$ cat config.mk
export PLATFORM = sky130hd
export DESIGN_NAME = ip_pkt_tx_buffer_flat
export DESIGN_NICKNAME = d
export VERILOG_FILES = /design/src/rtl/ip_pkt_tx_buffer_pkg.sv /design/src/rtl/ip_pkt_tx_buffer_if.sv /design/src/rtl/ip_pkt_tx_buffer_word_ram.sv /design/src/rtl/ip_pkt_tx_buffer.sv /design/src/flat_wrapper.sv
export SDC_FILE = /design/constraint.sdc
export NUM_CORES = 2
export LEC_CHECK = 0
export BUFFER_PORTS_ARGS = -buffer_cell sky130_fd_sc_hd__buf_2
export CORE_MARGIN = 3
export CORE_UTILIZATION = 50
export DETAILED_ROUTE_END_ITERATION = 8
export HOLD_SLACK_MARGIN = 0.05
export PLACE_DENSITY = 0.66
export SYNTH_ARGS = -nofsm -noshare
export SYNTH_HDL_FRONTEND = slang
export SYNTH_SLANG_ARGS = --single-unit
$ cat constraint.sdc
create_clock -name clk -period 11.2 [get_ports clk]
set_clock_uncertainty 0.15 [all_clocks]
set_input_delay 1.68 -clock clk [delete_from_list [all_inputs] [get_ports clk]]
set_output_delay 1.68 -clock clk [all_outputs]
set_load 0.02 [all_outputs]
$ cat src/rtl/ip_pkt_tx_buffer_pkg.sv
// Shared types and defaults for the IP packet transmit buffer.
//   tx_state_e   : buffer FSM encoding (idle, capture, send, discard)
//   DefaultDepth : default packet storage in 32-bit words
//   DefaultAw    : matching address width, clog2(DefaultDepth)
package ip_pkt_tx_buffer_pkg;

  typedef enum logic [1:0] {
    StIdle    = 2'd0,
    StCapture = 2'd1,
    StSend    = 2'd2,
    StDiscard = 2'd3
  } tx_state_e;

  localparam int unsigned DefaultDepth = 64;
  localparam int unsigned DefaultAw    = 6;

endpackage

$ cat src/rtl/ip_pkt_tx_buffer_if.sv
// Packet write side (from the IP encoder) and stream read side (to the MAC/PHY
// consumer) of the transmit buffer, grouped in one bundle.
//   in_data/in_wr_en/in_fin      : encoder word, write strobe, packet-complete pulse
//   out_data/out_valid/out_ready : outgoing stream word with valid/ready handshake
//   out_sop/out_eop/out_words    : first/last word flags and committed length
// Modports:
//   master : encoder + sink side (drives in_*, out_ready)
//   slave  : buffer side (drives out_* except out_ready)
interface ip_pkt_tx_buffer_if
  import ip_pkt_tx_buffer_pkg::*;
#(
  parameter int unsigned AW = DefaultAw
);
  logic [31:0] in_data;
  logic        in_wr_en;
  logic        in_fin;
  logic [31:0] out_data;
  logic        out_valid;
  logic        out_ready;
  logic        out_sop;
  logic        out_eop;
  logic [AW:0] out_words;

  modport master (
    output in_data, in_wr_en, in_fin, out_ready,
    input  out_data, out_valid, out_sop, out_eop, out_words
  );

  modport slave (
    input  in_data, in_wr_en, in_fin, out_ready,
    output out_data, out_valid, out_sop, out_eop, out_words
  );
endinterface

$ cat src/rtl/ip_pkt_tx_buffer_word_ram.sv
// DEPTH x 32 flop-array packet store: synchronous write, asynchronous read.
// Contents are deliberately not reset.
//   clk     : clock
//   i_we    : write enable
//   i_waddr : write address
//   i_wdata : write data
//   i_raddr : read address
//   o_rdata : read data, combinational from i_raddr
module ip_pkt_tx_buffer_word_ram
  import ip_pkt_tx_buffer_pkg::*;
#(
  parameter int unsigned DEPTH = DefaultDepth,
  parameter int unsigned AW    = DefaultAw
) (
  input  logic          clk,
  input  logic          i_we,
  input  logic [AW-1:0] i_waddr,
  input  logic [31:0]   i_wdata,
  input  logic [AW-1:0] i_raddr,
  output logic [31:0]   o_rdata
);

  logic [31:0] r_mem [DEPTH];

  always_ff @(posedge clk) begin
    if (i_we) begin
      r_mem[i_waddr] <= i_wdata;
    end
  end

  assign o_rdata = r_mem[i_raddr];

endmodule

$ cat src/rtl/ip_pkt_tx_buffer.sv
// Store-and-forward output stage behind the UDP/TCP-over-IP encoder. Captures one
// packet of 32-bit words, commits it on in_fin, then replays it on a valid/ready
// stream with sop/eop/length. Holds one packet at a time.
//   clk, reset     : clock, synchronous active-high reset
//   io_bus         : encoder write side and outgoing stream (slave modport)
//   o_busy         : high while sending; upstream must not start a new packet
//   o_drop         : one-cycle pulse after an overflowed packet is discarded
//   o_protocol_err : sticky, set when a write or fin arrives while sending
//   o_pkt_cnt      : packets fully transmitted, wrapping
module ip_pkt_tx_buffer
  import ip_pkt_tx_buffer_pkg::*;
#(
  parameter int unsigned DEPTH = DefaultDepth,
  parameter int unsigned AW    = DefaultAw
) (
  input  logic                clk,
  input  logic                reset,
  ip_pkt_tx_buffer_if.slave   io_bus,
  output logic                o_busy,
  output logic                o_drop,
  output logic                o_protocol_err,
  output logic [15:0]         o_pkt_cnt
);

  if (AW != $clog2(DEPTH)) begin : g_aw_check
    $error("AW must equal clog2(DEPTH)");
  end

  localparam logic [AW:0]   DepthW = (AW+1)'(DEPTH);
  localparam logic [AW:0]   OneW   = (AW+1)'(1);
  localparam logic [AW-1:0] OneA   = AW'(1);

  tx_state_e     r_state, w_state_nxt;
  logic [AW:0]   r_wr_ptr, w_wr_ptr_nxt;  // AW+1 bits so it can hold DEPTH
  logic [AW-1:0] r_rd_ptr, w_rd_ptr_nxt;
  logic [AW:0]   r_len, w_len_nxt;
  logic          r_drop, w_drop_nxt;
  logic          r_protocol_err, w_protocol_err_nxt;
  logic [15:0]   r_pkt_cnt, w_pkt_cnt_nxt;

  logic          w_mem_we;
  logic [AW-1:0] w_mem_waddr;
  logic [31:0]   w_mem_rdata;
  logic          w_sending;
  logic          w_last;
  logic          w_hs;
  logic          w_room;

  ip_pkt_tx_buffer_word_ram #(
    .DEPTH (DEPTH),
    .AW    (AW)
  ) u_ram (
    .clk     (clk),
    .i_we    (w_mem_we),
    .i_waddr (w_mem_waddr),
    .i_wdata (io_bus.in_data),
    .i_raddr (r_rd_ptr),
    .o_rdata (w_mem_rdata)
  );

  assign w_sending = (r_state == StSend);
  assign w_last    = ({1'b0, r_rd_ptr} == (r_len - OneW));
  assign w_hs      = w_sending && io_bus.out_ready;
  assign w_room    = (r_wr_ptr < DepthW);

  always_ff @(posedge clk) begin
    if (reset) begin
      r_state        <= StIdle;
      r_wr_ptr       <= '0;
      r_rd_ptr       <= '0;
      r_len          <= '0;
      r_drop         <= 1'b0;
      r_protocol_err <= 1'b0;
      r_pkt_cnt      <= '0;
    end else begin
      r_state        <= w_state_nxt;
      r_wr_ptr       <= w_wr_ptr_nxt;
      r_rd_ptr       <= w_rd_ptr_nxt;
      r_len          <= w_len_nxt;
      r_drop         <= w_drop_nxt;
      r_protocol_err <= w_protocol_err_nxt;
      r_pkt_cnt      <= w_pkt_cnt_nxt;
    end
  end

  always_comb begin
    w_state_nxt        = r_state;
    w_wr_ptr_nxt       = r_wr_ptr;
    w_rd_ptr_nxt       = r_rd_ptr;
    w_len_nxt          = r_len;
    w_drop_nxt         = 1'b0;
    w_protocol_err_nxt = r_protocol_err;
    w_pkt_cnt_nxt      = r_pkt_cnt;
    w_mem_we           = 1'b0;
    w_mem_waddr        = r_wr_ptr[AW-1:0];

    unique case (r_state)
      StIdle: begin
        // A bare fin here is an empty packet and is ignored.
        if (io_bus.in_wr_en) begin
          w_mem_we     = 1'b1;
          w_mem_waddr  = '0;
          w_wr_ptr_nxt = OneW;
          w_rd_ptr_nxt = '0;
          if (io_bus.in_fin) begin
            w_len_nxt   = OneW;
            w_state_nxt = StSend;
          end else begin
            w_state_nxt = StCapture;
          end
        end
      end

      StCapture: begin
        if (io_bus.in_wr_en && !w_room) begin
          // Overflow: the word is lost and the whole packet is abandoned.
          if (io_bus.in_fin) begin
            w_drop_nxt   = 1'b1;
            w_wr_ptr_nxt = '0;
            w_state_nxt  = StIdle;
          end else begin
            w_state_nxt  = StDiscard;
          end
        end else begin
          if (io_bus.in_wr_en) begin
            w_mem_we     = 1'b1;
            w_wr_ptr_nxt = r_wr_ptr + OneW;
          end
          // A word arriving with fin is stored and counted in the length.
          if (io_bus.in_fin) begin
            w_len_nxt    = r_wr_ptr + {{AW{1'b0}}, io_bus.in_wr_en};
            w_rd_ptr_nxt = '0;
            w_state_nxt  = StSend;
          end
        end
      end

      StDiscard: begin
        if (io_bus.in_fin) begin
          w_drop_nxt   = 1'b1;
          w_wr_ptr_nxt = '0;
          w_state_nxt  = StIdle;
        end
      end

      StSend: begin
        if (io_bus.in_wr_en || io_bus.in_fin) begin
          w_protocol_err_nxt = 1'b1;
        end
        if (w_hs) begin
          if (w_last) begin
            w_pkt_cnt_nxt = r_pkt_cnt + 16'd1;
            w_wr_ptr_nxt  = '0;
            w_rd_ptr_nxt  = '0;
            w_state_nxt   = StIdle;
          end else begin
            w_rd_ptr_nxt  = r_rd_ptr + OneA;
          end
        end
      end

      default: begin
        w_state_nxt = StIdle;
      end
    endcase
  end

  always_comb begin
    io_bus.out_valid = w_sending;
    io_bus.out_data  = w_sending ? w_mem_rdata : 32'd0;
    io_bus.out_sop   = w_sending && (r_rd_ptr == '0);
    io_bus.out_eop   = w_sending && w_last;
    io_bus.out_words = w_sending ? r_len : '0;
  end

  assign o_busy         = w_sending;
  assign o_drop         = r_drop;
  assign o_protocol_err = r_protocol_err;
  assign o_pkt_cnt      = r_pkt_cnt;

endmodule

$ cat src/flat_wrapper.sv
// flat-port wrapper written by rule: the top's interface ports become plain ports
module ip_pkt_tx_buffer_flat import ip_pkt_tx_buffer_pkg::*;
#(
  parameter int unsigned DEPTH = DefaultDepth,
  parameter int unsigned AW    = DefaultAw
)
  (clk, reset, o_busy, o_drop, o_protocol_err, o_pkt_cnt, io_bus_in_data, io_bus_in_wr_en, io_bus_in_fin, io_bus_out_ready, io_bus_out_data, io_bus_out_valid, io_bus_out_sop, io_bus_out_eop, io_bus_out_words);
  ip_pkt_tx_buffer_if #(.AW(AW)) io_bus_i ();
  input  logic clk;
  input  logic reset;
  output logic o_busy;
  output logic o_drop;
  output logic o_protocol_err;
  output logic [15:0] o_pkt_cnt;
  input wire logic [$bits(io_bus_i.in_data)-1:0] io_bus_in_data;
  input wire logic [$bits(io_bus_i.in_wr_en)-1:0] io_bus_in_wr_en;
  input wire logic [$bits(io_bus_i.in_fin)-1:0] io_bus_in_fin;
  input wire logic [$bits(io_bus_i.out_ready)-1:0] io_bus_out_ready;
  output wire logic [$bits(io_bus_i.out_data)-1:0] io_bus_out_data;
  output wire logic [$bits(io_bus_i.out_valid)-1:0] io_bus_out_valid;
  output wire logic [$bits(io_bus_i.out_sop)-1:0] io_bus_out_sop;
  output wire logic [$bits(io_bus_i.out_eop)-1:0] io_bus_out_eop;
  output wire logic [$bits(io_bus_i.out_words)-1:0] io_bus_out_words;
  assign io_bus_i.in_data = io_bus_in_data;
  assign io_bus_i.in_wr_en = io_bus_in_wr_en;
  assign io_bus_i.in_fin = io_bus_in_fin;
  assign io_bus_i.out_ready = io_bus_out_ready;
  assign io_bus_out_data = io_bus_i.out_data;
  assign io_bus_out_valid = io_bus_i.out_valid;
  assign io_bus_out_sop = io_bus_i.out_sop;
  assign io_bus_out_eop = io_bus_i.out_eop;
  assign io_bus_out_words = io_bus_i.out_words;
  ip_pkt_tx_buffer #(.DEPTH(DEPTH), .AW(AW)) u_core (.clk(clk), .reset(reset), .io_bus(io_bus_i), .o_busy(o_busy), .o_drop(o_drop), .o_protocol_err(o_protocol_err), .o_pkt_cnt(o_pkt_cnt));
endmodule
# After elaboration in Yosys (flattened, before gate mapping)
# Memories as Yosys holds them, arrays and structs flattened. A register that Yosys moved wholly into a read port is not among the register bits.
# Cells that the tools add are included.
[word_totals] register_bits=40 mem_bits_rw=2048 in_bits=37 output_inout_bits=61 mem_count=1
[memory_table] memory="u_core.u_ram.r_mem" words=64 word_bits=32 read_ports=1 rd_clocked_by_memory_dff=1 wr=1 line_no="ip_pkt_tx_buffer_word_ram.sv:23" rtl="logic [31:0] r_mem [DEPTH];"
[classes] n_addsub=5 magnitude_cmp=1 eq_ne=13 n_mux=41 n_reduce_logical=16
[op_table] cell="$mux W7" n=11
[op_table] cell="$mux W6" n=9
[op_table] cell="$mux W32" n=1
[op_table] cell="$pmux W7 S4" n=1
[op_table] cell="$pmux W6 S3" n=1
[op_table] cell="$add A16 B1 Y16 const B" n=1
[op_table] cell="$mux W2" n=8
[op_table] cell="$reduce_and A5 Y1" n=3
[op_table] cell="$ne A2 B2 Y1 const B" n=7
[op_table] cell="$pmux W7 S2" n=1
[op_table] cell="$pmux W2 S4" n=1
[op_table] cell="$add A7 B1 Y7" n=1
[op_table] cell="$add A7 B1 Y7 const B" n=1
[op_table] cell="$eq A6 B7 Y1" n=1
[op_table] cell="$lt A7 B7 Y1 const B" n=1
[op_table] cell="$sub A7 B1 Y7 const B" n=1
[op_table] cell="$add A6 B1 Y6 const B" n=1
[op_table] cell="$logic_not A6 Y1" n=1
[op_table] cell="$mux W1" n=6
[op_table] cell="$ne A3 B2 Y1 const B" n=2
[op_table] cell="$eq A2 B2 Y1 const B" n=2
[op_table] cell="$logic_and A1 B1 Y1" n=4
[op_table] cell="$pmux W1 S2" n=2
[op_table] cell="$reduce_and A4 Y1" n=1
[op_table] cell="other kinds (8)" n=8

# Logic depth before layout (Yosys ltp)
[depth] ltp_word=7 depth_mapped=11 depth_no_buf=8

# Modules after synthesis
# A second synthesis with hierarchy kept.
[unflattened] hier_cells=3653 area_unflattened_um2=80593.5
[modules_own_cells] module="ip_pkt_tx_buffer_word_ram" instances=1 cells_per_inst=3292 area_per_inst_um2=77874.7 seq_area_each_um2=61499.0
[modules_own_cells] module="ip_pkt_tx_buffer" instances=1 cells_per_inst=361 area_per_inst_um2=2718.9 seq_area_each_um2=800.8

# Worst setup path after synthesis
# OpenSTA, ideal clock, no wires.
[synth_timing] path_type="in2reg" startpoint="input io_bus_in_wr_en" endpoint="memory u_core.u_ram.r_mem[54][0] (enable)" setup_time_ps=461 arrival_time_ps=5019 path_slack_ps=5570 cell_stages=7 cell_sequence="clkbuf_1 > inv_1 > ha_1 > nand2b_1 > o21ai_0 > nand3_1 > nor3_1"
[synth_via] elab_chain_cells=5 elab_cells_between_ends=8
[synth_rtl] element="start, declared" line_no="flat_wrapper.sv:16" rtl="input wire logic [$bits(io_bus_i.in_wr_en)-1:0] io_bus_in_wr_en;"
[synth_rtl] element="$mux W1 or $logic_and A1 B1 Y1 (tied branches)" line_no="ip_pkt_tx_buffer.sv:100, ip_pkt_tx_buffer.sv:125, ip_pkt_tx_buffer.sv:115"
[synth_rtl] element="$mux W1" line_no="ip_pkt_tx_buffer.sv:115" rtl="if (io_bus.in_wr_en && !w_room) begin"
[synth_rtl] element="$pmux W1 S2" line_no="ip_pkt_tx_buffer.sv:97" rtl="unique case (r_state)"
[synth_rtl] element="$mux W1" line_no="ip_pkt_tx_buffer_word_ram.sv:26" rtl="if (i_we) begin"
[synth_rtl] element="$mux W1 (implied by the code)" line_no="ip_pkt_tx_buffer_word_ram.sv:27" rtl="r_mem[i_waddr] <= i_wdata;"
[synth_rtl] element="end, declared" line_no="ip_pkt_tx_buffer_word_ram.sv:23"
# Parallel ways exist; a longest one is shown, timed or not.

==> flow_metrics.env <==
export IMPL_status="completed"
export IMPL_die_w_microns=408
export IMPL_synthesis_instances=3612
export IMPL_synth_area_leaders="edfxtp_1 76%, mux4_2 16%, dfxtp_1 1.1%, mux2i_1 1.1%, buf_2 0.52%"
export IMPL_cap_violations=0
export IMPL_rows=147
export IMPL_netlist_area_sq_um=81000
export IMPL_clk_path_buf_depth=3
export IMPL_power_leakage_nw=27.1
export IMPL_finalPower_mw=15.6
export IMPL_timing_final_crit_period_ps=7520
export IMPL_dp_hpwl_microns=105000
export IMPL_cts_root_buf="clkbuf_16"
export IMPL_async_flop_share_pct=0
export IMPL_postCtsSetupBuffers=0
export IMPL_finalSetupViolations=0
export IMPL_finish_cell_count_without_fillers=6141
export IMPL_setup_tns_ps=0
export IMPL_clkSinkCount=2094
export IMPL_max_freq_mhz=133
export IMPL_crit_path_cell_trace="buf_4 > buf_4 > mux4_2 > nor2b_1 > a211oi_1 > a211oi_1 > nor4_1 > nor2_1 > buf_2"
export IMPL_antenna_found_initial=17
export IMPL_yosysTopAreaCellShare_pct=75.9
export IMPL_final_core_util_pct=56.5
export IMPL_slew_headroom_pct=10.7
export IMPL_synth_xor_xnor_area_share_pct=0.151
export IMPL_wl_per_cell_microns=32.8
export IMPL_crit_buf_inv=3
export IMPL_required_ps=9370
export IMPL_synth_adder_area_share_pct=0.124
export IMPL_ctsResizeCount=0
export IMPL_ios=98
export IMPL_postRouteAntennaNets=0
export IMPL_yosysSeqAreaShare_pct=77.1
export IMPL_grt_usage_pct=24.3
export IMPL_htreeDepth=4
export IMPL_setup_ws_ps=3680
export IMPL_yosysUniqueCellTypes=68
export IMPL_grt_pass1_vias=38900
export IMPL_yosysMostFrequentCell="edfxtp_1"
export IMPL_worst_slew_pin_slew_ps=1330
export IMPL_synthSimpleGateAreaFrac_pct=2.13
export IMPL_synth_top_family_by_area="multiplexers"
export IMPL_clkTransAtPathRegs_ps=60
export IMPL_post_route_period_util_pct=67.2
export IMPL_core_area_sq_um=161000
export IMPL_routed_via_density=6.36
export IMPL_yosysWarnings=0
export IMPL_io_buffers=97
export IMPL_worstSetupEndpointType="output port"
export IMPL_initial_utilization_pct=50.4
export IMPL_wl_microns=202000
export IMPL_avgSynthCellArea_sq_um=22.4
export IMPL_grt_ovfl_total=0
export IMPL_area_growth_pct=12.2
export IMPL_cts_inserted_buffers=204
export IMPL_drc=0
export IMPL_drv_slew=0
export IMPL_synth_compound_area_share_pct=2.03
export IMPL_cp_slowest_cell="nor4_1"
export IMPL_synth_mux_area_fraction_pct=17.3
export IMPL_cp_max_fo=51
export IMPL_crit_type="reg2out"
export IMPL_cts_tree="built"
export IMPL_placedCellCount=5767
export IMPL_rsz0062_at_grt="no"
export IMPL_drt_iter0_drc=5095
export IMPL_min_path_type="reg2reg"
export IMPL_first_pass_iters=7
export IMPL_grt_max_degree=115
export IMPL_cp_arrival_ps=5690
export IMPL_die_h_microns=408
export IMPL_nNetsFinal=3858
export IMPL_power_density_nw_per_um2=171
export IMPL_yosysTopAreaCell="edfxtp_1"
export IMPL_vias=39100
export IMPL_drive_above_1_share_pct=28.7
export IMPL_clk_insertion_delay_late_ps=830
export IMPL_synth_ff_type="edfxtp_1"
export IMPL_dieArea_sq_um=167000
export IMPL_ctsHoldBuffers=0
export IMPL_cp_top_family="buffers and inverters"
export IMPL_finalHoldViolations=0
export IMPL_syn_num_nets=3657
export IMPL_grt_first_pass_wirelength_microns=288000
export IMPL_startpoint_type="flip-flop"
export IMPL_globalplace_congestion=0.819
export IMPL_ir_drop_v=0.000129
export IMPL_max_stage_delay_ps=1090
export IMPL_ys_seq_elements=2094
export IMPL_synth_common_cells="2048 x edfxtp_1, 574 x mux4_2, 110 x nor2_1"
export IMPL_synth_edf_count=2048
export IMPL_dp_slack_ps=4470
==> where the power goes <==
| group | switching (mW) | internal [mW] |
|---|---|---|
| clock network | 2.86 | 3.62 |
| logic | 0.298 | 0.152 |
| registers | 0.0134 | 8.63 |
==> stage by stage <==
step	area [sq um]	hold WS, ps
2_1_floorplan	81000	319
3_3_place_gp	84600	283
3_5_place_dp	84600	297
4_1_cts	90800	307
5_1_grt	90900	333
6_report	90900	300
==> area by class of cell <==
type | instances | area (sq um)
Fill cell | 11800 | 69900
Sequential cell | 2094 | 62400
Multi-Input combinational cell | 1299 | 18100
Clock buffer | 260 | 5380
Tap cell | 2160 | 2700
Timing Repair Buffer | 195 | 1300
Clock inverter | 104 | 867
Inverter | 19 | 71.3
Antenna cell | 10 | 25.0
==> placed cells by master, fill, tap and decap left out, types with 7 or more instances in the layout <==
cell	instances
a211oi_1	41
a21oi_1	74
a22oi_1	15
a31oi_1	16
and2_1	16
buf_2	97
buf_4	92
bufinv_16	10
clkbuf_1	53
clkbuf_16	207
clkinv_1	42
clkinv_2	29
clkinvlp_4	7
dfxtp_1	41
diode_2	10
edfxtp_1	2048
ha_1	8
inv_1	18
mux2_2	17
mux2i_1	91
mux4_2	574
nand2_1	61
nand2b_1	11
nand3_1	31
nor2_1	47
nor2_4	62
nor2b_1	27
nor3_1	31
o211ai_1	9
o21ai_0	28
o22ai_1	15
o31ai_1	16
or3_1	7
or4_1	14
xnor2_1	10
==> worst paths after layout <==
path	from	end	slack, ps	cells after the start
setup / recovery	flip-flop	io_bus_out_data[26]	3680	9
hold / removal	u_core.o_protocol_err	u_core.o_protocol_err	300	2
setup reg to reg	u_core.r_state[1]	u_core.u_ram.r_mem[54][22]	6850	5
hold reg to reg	u_core.o_protocol_err	u_core.o_protocol_err	300	2
==> flip-flops by register name, indices dropped and copies added, names as in the netlist, named ones only <==
signal / flops
u_core.o_pkt_cnt: 16
u_core.r_rd_ptr: 6
u_core.r_state: 2
u_core.r_len: 7
u_core.u_ram.r_mem: 2048
u_core.o_protocol_err: 1
u_core.r_wr_ptr: 7
u_core.o_drop: 1
==> cells by family (layout without fill, tap and decap cells) <==
family | count (synthesis) | count (layout)
XOR/XNOR | 14 | 14
flip-flops | 2094 | 2094
adder cells (fa/ha/maj) | 8 | 8
buffers and inverters | 219 | 578
AO/OA/AOI/OAI | 249 | 249
other | 0 | 10
AND/OR/NAND/NOR | 346 | 346
multiplexers | 682 | 682
==> metal layers <==
layer,up-vias,GRT usage (%),routed length [microns]
met5,-,0,34
met4,6,7.04,5090
met3,303,5.91,18600
met2,1885,38.1,97700
met1,21100,34.5,80100
li1,15800,-,-
==> worst min-delay path, cell delays in order, from the launching register on <==
cell and delay (ps):
dfxtp_1 310, inv_1 50, a21oi_1 50
(Power assumes the default switching activity.)
